### src/rtl/add12u_err_monitor.sv
// Error-statistics monitor for a 12-bit approximate unsigned adder.
// Accumulates total, worst-case and count of nonzero |exact-approx| errors over a run.
module add12u_err_monitor #(
  parameter int WIDTH = 12,
  parameter int CNT_W = 24
) (
  input  logic                   clk,
  input  logic                   rst,
  input  logic                   start,
  input  logic [CNT_W-1:0]       num_samples,
  input  logic                   in_valid,
  output logic                   in_ready,
  input  logic [WIDTH-1:0]       in_a,
  input  logic [WIDTH-1:0]       in_b,
  input  logic [WIDTH:0]         in_o,
  output logic                   busy,
  output logic                   done,
  output logic [CNT_W+WIDTH:0]   err_sum,
  output logic [WIDTH:0]         err_max,
  output logic [CNT_W-1:0]       err_cnt,
  output logic [CNT_W-1:0]       sample_cnt
);

  localparam int SUM_W = CNT_W + WIDTH + 1;

  typedef enum logic [1:0] {
    ST_IDLE  = 2'd0,
    ST_RUN   = 2'd1,
    ST_DRAIN = 2'd2,
    ST_DONE  = 2'd3
  } state_t;

  state_t             state_q, state_d;
  logic [CNT_W-1:0]   num_q, num_d;
  logic [CNT_W-1:0]   sample_cnt_q, sample_cnt_d;
  logic               s1_valid_q, s1_valid_d;
  logic [WIDTH:0]     s1_err_q, s1_err_d;
  logic               s2_valid_q, s2_valid_d;
  logic [WIDTH:0]     s2_err_q, s2_err_d;
  logic [SUM_W-1:0]   err_sum_q, err_sum_d;
  logic [WIDTH:0]     err_max_q, err_max_d;
  logic [CNT_W-1:0]   err_cnt_q, err_cnt_d;

  logic               xfer;
  logic               clear_acc;
  logic [WIDTH:0]     exact_sum;
  logic [WIDTH:0]     abs_err;
  logic [CNT_W-1:0]   sample_cnt_inc;

  // Exact sum is one bit wider than the operands, so it never wraps.
  always_comb begin
    exact_sum = {1'b0, in_a} + {1'b0, in_b};
    if (exact_sum >= in_o) begin
      abs_err = exact_sum - in_o;
    end else begin
      abs_err = in_o - exact_sum;
    end
  end

  assign xfer           = in_valid && (state_q == ST_RUN);
  assign sample_cnt_inc = sample_cnt_q + CNT_W'(1);

  always_comb begin
    state_d      = state_q;
    num_d        = num_q;
    sample_cnt_d = sample_cnt_q;
    clear_acc    = 1'b0;
    case (state_q)
      ST_IDLE: begin
        if (start) begin
          clear_acc    = 1'b1;
          sample_cnt_d = '0;
          num_d        = num_samples;
          if (num_samples != '0) begin
            state_d = ST_RUN;
          end else begin
            state_d = ST_DONE;
          end
        end
      end
      ST_RUN: begin
        if (xfer) begin
          sample_cnt_d = sample_cnt_inc;
          if (sample_cnt_inc == num_q) begin
            state_d = ST_DRAIN;
          end
        end
      end
      ST_DRAIN: begin
        // Look at the next-cycle valid bits so DONE lands right after the last accumulate.
        if (!s1_valid_d && !s2_valid_d) begin
          state_d = ST_DONE;
        end
      end
      ST_DONE: begin
        state_d = ST_IDLE;
      end
      default: begin
        state_d = ST_IDLE;
      end
    endcase
  end

  always_comb begin
    s1_valid_d = xfer;
    s1_err_d   = xfer ? abs_err : s1_err_q;
    s2_valid_d = s1_valid_q;
    s2_err_d   = s1_valid_q ? s1_err_q : s2_err_q;
    err_sum_d  = err_sum_q;
    err_max_d  = err_max_q;
    err_cnt_d  = err_cnt_q;
    if (clear_acc) begin
      err_sum_d = '0;
      err_max_d = '0;
      err_cnt_d = '0;
    end else if (s2_valid_q) begin
      err_sum_d = err_sum_q + SUM_W'(s2_err_q);
      if (s2_err_q > err_max_q) begin
        err_max_d = s2_err_q;
      end
      if (s2_err_q != '0) begin
        err_cnt_d = err_cnt_q + CNT_W'(1);
      end
    end
  end

  always_ff @(posedge clk) begin
    if (rst) begin
      state_q      <= ST_IDLE;
      num_q        <= '0;
      sample_cnt_q <= '0;
      s1_valid_q   <= 1'b0;
      s1_err_q     <= '0;
      s2_valid_q   <= 1'b0;
      s2_err_q     <= '0;
      err_sum_q    <= '0;
      err_max_q    <= '0;
      err_cnt_q    <= '0;
    end else begin
      state_q      <= state_d;
      num_q        <= num_d;
      sample_cnt_q <= sample_cnt_d;
      s1_valid_q   <= s1_valid_d;
      s1_err_q     <= s1_err_d;
      s2_valid_q   <= s2_valid_d;
      s2_err_q     <= s2_err_d;
      err_sum_q    <= err_sum_d;
      err_max_q    <= err_max_d;
      err_cnt_q    <= err_cnt_d;
    end
  end

  assign in_ready   = (state_q == ST_RUN);
  assign busy       = (state_q != ST_IDLE);
  assign done       = (state_q == ST_DONE);
  assign err_sum    = err_sum_q;
  assign err_max    = err_max_q;
  assign err_cnt    = err_cnt_q;
  assign sample_cnt = sample_cnt_q;

endmodule

### config.mk
export PLATFORM = sky130hd
export DESIGN_NAME = add12u_err_monitor
export DESIGN_NICKNAME = d
export VERILOG_FILES = /design/src/rtl/add12u_err_monitor.sv
export SDC_FILE = /design/constraint.sdc
export NUM_CORES = 1
export LEC_CHECK = 0
export CAP_MARGIN = 20
export CORE_UTILIZATION = 60
export CTS_BUF_LIST = sky130_fd_sc_hd__clkbuf_8
export DETAILED_ROUTE_END_ITERATION = 8
export PLACE_DENSITY_LB_ADDON = 0.08
export SYNTH_ARGS = -nofsm -noshare
export SYNTH_HDL_FRONTEND = slang
export SYNTH_SLANG_ARGS = --single-unit
### constraint.sdc
create_clock -name clk -period 11.1 [get_ports clk]
set_input_delay 1.665 -clock clk [delete_from_list [all_inputs] [get_ports clk]]
set_output_delay 1.665 -clock clk [all_outputs]
set_load 0.01 [all_outputs]
==> results.cfg, run 1 <==
[outcome]
outcome = finished clean

[logic_synthesis]
syn_inst = 1226
synth_enable_flop_cells = 0
synth_warnings = 0
ys_ff_latch = 152
synth_cell_type_count = 71
syn-cell-area_mm2 = 0.00977
async_reset_ff_frac = 0
synth_ff_type = dfxtp_1
synth_nets = 1365
syn_avg_cell_area_um2 = 7.97
synth.yosys.seq_area_share = 0.311

[clock_network]
cts_resized = 0
clkSlewWorstSetupHoldPaths_ns = 0.09
clk_path_buf_depth = 2
htree_levels = 4
cts_root_buf = clkbuf_8
clk_latency_ns = 0.46
cts_tree = yes
cts_buffers = 17
postCtsSetupBuffers = 0
holdBufCountCts = 0
cts_sinks = 152

[critical_path]
slowest_delay_ns = 0.54
cp-start-kind = input pin
crit_slowest_cell = o41a_1
cp.arrival_ns = 7.22
required_ns = 11.44
cp_cell_sequence = clkdlybuf4s50_1 -> ha_1 -> fa_1 -> a21o_1 -> a21oi_1 -> o21bai_1 -> a21oi_1 -> o21bai_1 -> a211o_1 -> a2111oi_0 -> nor3_1 -> ha_1 -> nand4_1 -> nor4_1 -> nor3_1 -> o41a_1 -> mux2i_1 -> a221o_1 -> and3_1 -> or4_1
critPathKind = input pin to register
crit_fanout = 10
cp-end-kind = register

[sta]
setup_violations = 0
period_share = 0.620
finalMaxSlewViolations = 0
hold_violations = 0
rsz0062_at_grt = false
tightest_slew_ns = 1.08
skew_ns = 0.0152
relSlewSlack = 0.275
period_minus_slack_ns = 6.88
clock.fmax_ghz = 0.145
tns_ns = 0
layout_setup_ws_ns = 4.22

[global_route]
grt_use_total = 0.295
first_global_vias = 8579
grt_max_degree = 88
antenna_found_initial = 0
grt_overflow = 0
grt_pass1_wl_mm = 40.1

[die]
rows = 46
initial_core_util = 0.615
dieArea_mm2 = 0.0168
die_y_um = 130
coreArea_mm2 = 0.0159
pin_count = 166
die_width_um = 130

[place]
hpwl_mm = 17.7
port_buffers = 165
gp_congestion = 0.922
dpl_worst_slack_ns = 3.83

[detailed_routing]
ant_nets = 0
routed_wl_mm = 24.4
vias = 9451
routed_via_density = 5.95
drc_errors = 0
drt_iter0_markers = 644
dr.pass1.iters = 5
wl_per_cell_um = 15.4

[final_layout]
fillers = 1310
multi_input_area_mm2 = 0.00630
antenna_cells = 0
area_growth_pct = 22.0
regArea_mm2 = 0.00304
nNetsFinal = 1500
drive_above_1_share = 0.0422

[power_and_ir_drop]
irDropWorstVdd_mv = 0.0951
p_per_area_mw_per_mm2 = 129
power.leakage_nw = 4.41

[job]
drv_cap = 0

[worst_hold_path]
hold_path_class = register to register
-- path summary, 6_finish.rpt --
path	slack, ns	start	endpoint	cells past startpoint
worst max register to register	7.20	s2_valid_q	err_cnt[21]	8
worst min register to register	0.46	s1_err_q[7]	s1_err_q[7]	2
worst max-delay path	4.22	in_a[0]	s1_err_q[3]	20
worst min-delay path	0.46	s1_err_q[7]	s1_err_q[7]	2
-- cell usage in the layout (no fill, tap or decap), drive strengths merged, types with 8 or more instances in the layout --
master	n
clkbuf	18
a21oi	120
dfxtp	152
or4	20
o21ai	62
nand2	126
nor2	101
inv	61
a31oi	15
and4	8
nand4	21
o21a	10
xnor2	45
or3	15
o31ai	15
and2	13
nand3	56
clkdlybuf4s50	164
mux2i	28
buf	8
nor4	20
ha	70
xor2	33
nor2b	14
and3	22
a21o	17
nor3	30
a211oi	9
nand2b	8
nand3b	8
-- power by group --
| part | leakage (nW) | total [mW] | internal (mW) | switching [mW] |
|---|---|---|---|---|
| combinational | 2.99 | 0.509 | 0.202 | 0.307 |
| clock | 0.200 | 0.425 | 0.207 | 0.218 |
| sequential | 1.23 | 0.610 | 0.577 | 0.0324 |
| total | 4.41 | 1.54 | 0.986 | 0.558 |
-- logic make-up (layout without fill, tap and decap cells) --
group	Yosys count	after routing	synth area share
fa+ha+maj	74	74	0.0978
simple gates	479	479	0.255
mux	32	32	0.0333
flops	152	152	0.311
xor+xnor	78	78	0.0699
buf+inv	114	261	0.0444
compound gates	297	297	0.188
-- flip-flops by register name, summed over array words and instances (netlist names), 2 cells and up --
register	flops
err_max	13
s1_err_q	13
state_q	2
err_cnt	24
sample_cnt	24
s2_err_q	13
err_sum	37
num_q	24
-- critical path: cells and delay by family --
kind            cells  cell delay [ns]
simple gates        6             1.59
fa+ha+maj           3             0.99
compound gates      9             2.43
buf+inv             1             0.41
mux                 1             0.15
-- layer usage --
layer,track usage,vias to the layer above,routed length (um)
li1,-,4686,-
met1,0.387,4425,11100
met2,0.499,313,11700
met3,0.0450,27,1310
met4,0.0917,0,325
met5,0,-,0
-- cells in the mapped netlist, types with 4 or more instances --
library cell / number / area share
xnor2_1: 45 / 0.040
or3_1: 15 / 0.0096
or4_1: 19 / 0.015
nor4_1: 17 / 0.011
mux2i_1: 28 / 0.029
o21ai_0: 61 / 0.031
nand3b_1: 8 / 0.0061
ha_1: 70 / 0.090
dfxtp_1: 152 / 0.31
mux2_2: 4 / 0.0046
o31ai_1: 15 / 0.012
nor3b_1: 5 / 0.0038
and4_1: 8 / 0.0072
inv_1: 57 / 0.022
nor2b_1: 14 / 0.0090
xor2_1: 33 / 0.030
nand2b_1: 8 / 0.0051
nand3_1: 54 / 0.028
nor2_1: 101 / 0.039
a21oi_1: 120 / 0.061
a2111oi_0: 4 / 0.0036
a21o_1: 17 / 0.013
nor3_1: 29 / 0.015
buf_1: 5 / 0.0019
fa_1: 4 / 0.0082
clkbuf_1: 48 / 0.018
a311oi_1: 6 / 0.0054
and2_1: 12 / 0.0077
nand4_1: 20 / 0.013
a211oi_1: 8 / 0.0061
o21a_1: 10 / 0.0077
nand2_1: 126 / 0.048
o21bai_1: 7 / 0.0054
and3_1: 22 / 0.014
a31oi_1: 15 / 0.0096
o211ai_1: 6 / 0.0046
-- through the flow --
stage               cell area [um2]  std cells  power [mW]   util  hold WS, ns
floorplan                      9770       1226       0.979      -        0.432
global route                  11900       1589        1.63  0.750        0.487
detailed placement            11500       1558        1.12  0.726        0.451
global placement              11500       1558        1.11  0.726        0.444
finish                        11900       1589        1.54  0.750        0.461
CTS                           11900       1589        1.54  0.750        0.460
-- layout make-up --
class / instances / share of cell area
clock inverter: 13 / 0.0121
tap: 216 / 0.0227
timing repair buffer: 172 / 0.143
inverter: 58 / 0.0183
clock buffer: 18 / 0.0208
multi-input combinational: 960 / 0.528
sequential: 152 / 0.255
(Power assumes the default switching activity.)
==> inputs of run 2 (changes only) <==
Settings changed: CORE_UTILIZATION 60 to 50.
Clock period 11.1 ns to 5.54 ns, I/O delays scaled along.
==> results.cfg, run 2 (synthesis results as in run 1) <==
[detailed_routing]
routed_via_density = 5.67
vias = 9409
ant_nets = 0
drc_errors = 0
wl_per_cell_um = 14.8
routed_wl_mm = 24.6
dr.pass1.iters = 5
drt_iter0_markers = 474

[sta]
skew_ns = 0.0214
tns_ns = 0
setup_violations = 0
tightest_slew_ns = 1.07
holdWs_ns = 0.470
finalMaxSlewViolations = 0
layout_setup_ws_ns = 0.286
clock.fmax_ghz = 0.190
relSlewSlack = 0.281
hold_violations = 0
rsz0062_at_grt = false
period_share = 0.948
period_minus_slack_ns = 5.25

[clock_network]
cts_buffers = 17
cts_tree = yes
clk_path_buf_depth = 2
cts_sinks = 152
clk_latency_ns = 0.46
htree_levels = 4
holdBufCountCts = 0
clkSlewWorstSetupHoldPaths_ns = 0.08
cts_root_buf = clkbuf_8

[die]
die_width_um = 142
rows = 50
coreArea_mm2 = 0.0190
dieArea_mm2 = 0.0201
die_y_um = 142
initial_core_util = 0.516
pin_count = 166

[place]
dpl_cell_area_mm2 = 0.0118
port_buffers = 165
dp.cells = 1625
hpwl_mm = 18.1
gp_congestion = 0.849
dpl_worst_slack_ns = -0.514

[final_layout]
antenna_cells = 0
stdcell_count = 1660
fin_util = 0.643
largest_register_ffs = 37
multi_input_area_mm2 = 0.00633
drive_above_1_share = 0.0650
layout.cells.most_common = clkdlybuf4s50_1
area_growth_pct = 24.7
nNetsFinal = 1526
regArea_mm2 = 0.00304
fillers = 1720
fin_area_mm2 = 0.0122
final_cell_mix = clkdlybuf4s50_1 (164), dfxtp_1 (152), nand2_1 (126)

[critical_path]
crit_fanout = 5
cp.arrival_ns = 5.58
critPathKind = input pin to register
r2r-start = sample_cnt[0]
required_ns = 5.86
cp-start-kind = input pin
startpoint = in_a[0]
cp-end-kind = register

[power_and_ir_drop]
p_per_area_mw_per_mm2 = 256
power_mw = 3.12
power.leakage_nw = 4.53
irDropWorstVdd_mv = 0.214

[global_route]
grt_pass1_wl_mm = 40.5
grt_overflow = 0
grt_max_degree = 87
grt_use_total = 0.248
first_global_vias = 8536
antenna_found_initial = 0

[worst_hold_path]
hold_path_class = register to register
min_from = s1_err_q[4]

[outcome]
outcome = finished clean

[job]
drv_cap = 0
[run 2: cell count changes in the layout (fill, tap and decap cells not counted), sizes merged]
cell	before	now
buf	8	34
inv	61	65
clkbuf	18	17
clkinv	7	4
clkinvlp	1	3
bufinv	2	1
[run 2: critical path, stage by stage]
cell and delay [ns]:
clkdlybuf4s50_1 0.41, ha_1 0.24, fa_2 0.36, a21o_1 0.18
a21oi_2 0.16, o21bai_1 0.09, a21oi_2 0.17, o21bai_1 0.10
a211o_1 0.34, a2111oi_2 0.31, nor3_1 0.11, ha_1 0.34
nand4_1 0.16, buf_4 0.20, o41a_1 0.40, buf_4 0.17
a221o_1 0.35, and3_1 0.17, or4_1 0.49
[run 2: repair_timing]
action | in CTS | in global routing
resized for setup | 1 | 8
buffers inserted | 0 | 2
pin swaps | 0 | 6
endpoints found under the hold margin | 0 | 0
setup endpoints to repair | 3 | 10
[run 2: layer usage]
| metal | vias up | share of wire | track usage |
|---|---|---|---|
| li1 | 4750 | - | - |
| met1 | 4386 | 0.47 | 0.329 |
| met2 | 245 | 0.46 | 0.410 |
| met3 | 28 | 0.049 | 0.0466 |
| met4 | 0 | 0.015 | 0.0702 |
| met5 | - | 0 | 0 |
[run 2: where the power goes]
part           internal (mW)  leakage (nW)  switching (mW)  total (mW)
Combinational          0.453          3.11           0.625        1.08
Sequential              1.16          1.23          0.0599        1.22
Clock                  0.365         0.189           0.458       0.823
[run 2: final cells by class]
class | instances | area share
clock buffers | 17 | 0.0192
clock inverters | 15 | 0.0116
inverters | 58 | 0.0179
multi-input cells | 960 | 0.519
flip-flops and latches | 152 | 0.250
well taps | 260 | 0.0267
repair buffers | 198 | 0.155
[run 2: final timing paths]
check | end | slack, ns | cells past startpoint
worst max-delay path | s1_err_q[3] | 0.29 | 19
worst max register to register | state_q[1] | 2.07 | 9
worst min register to register | s1_err_q[4] | 0.47 | 2
worst min-delay path | s1_err_q[4] | 0.47 | 2
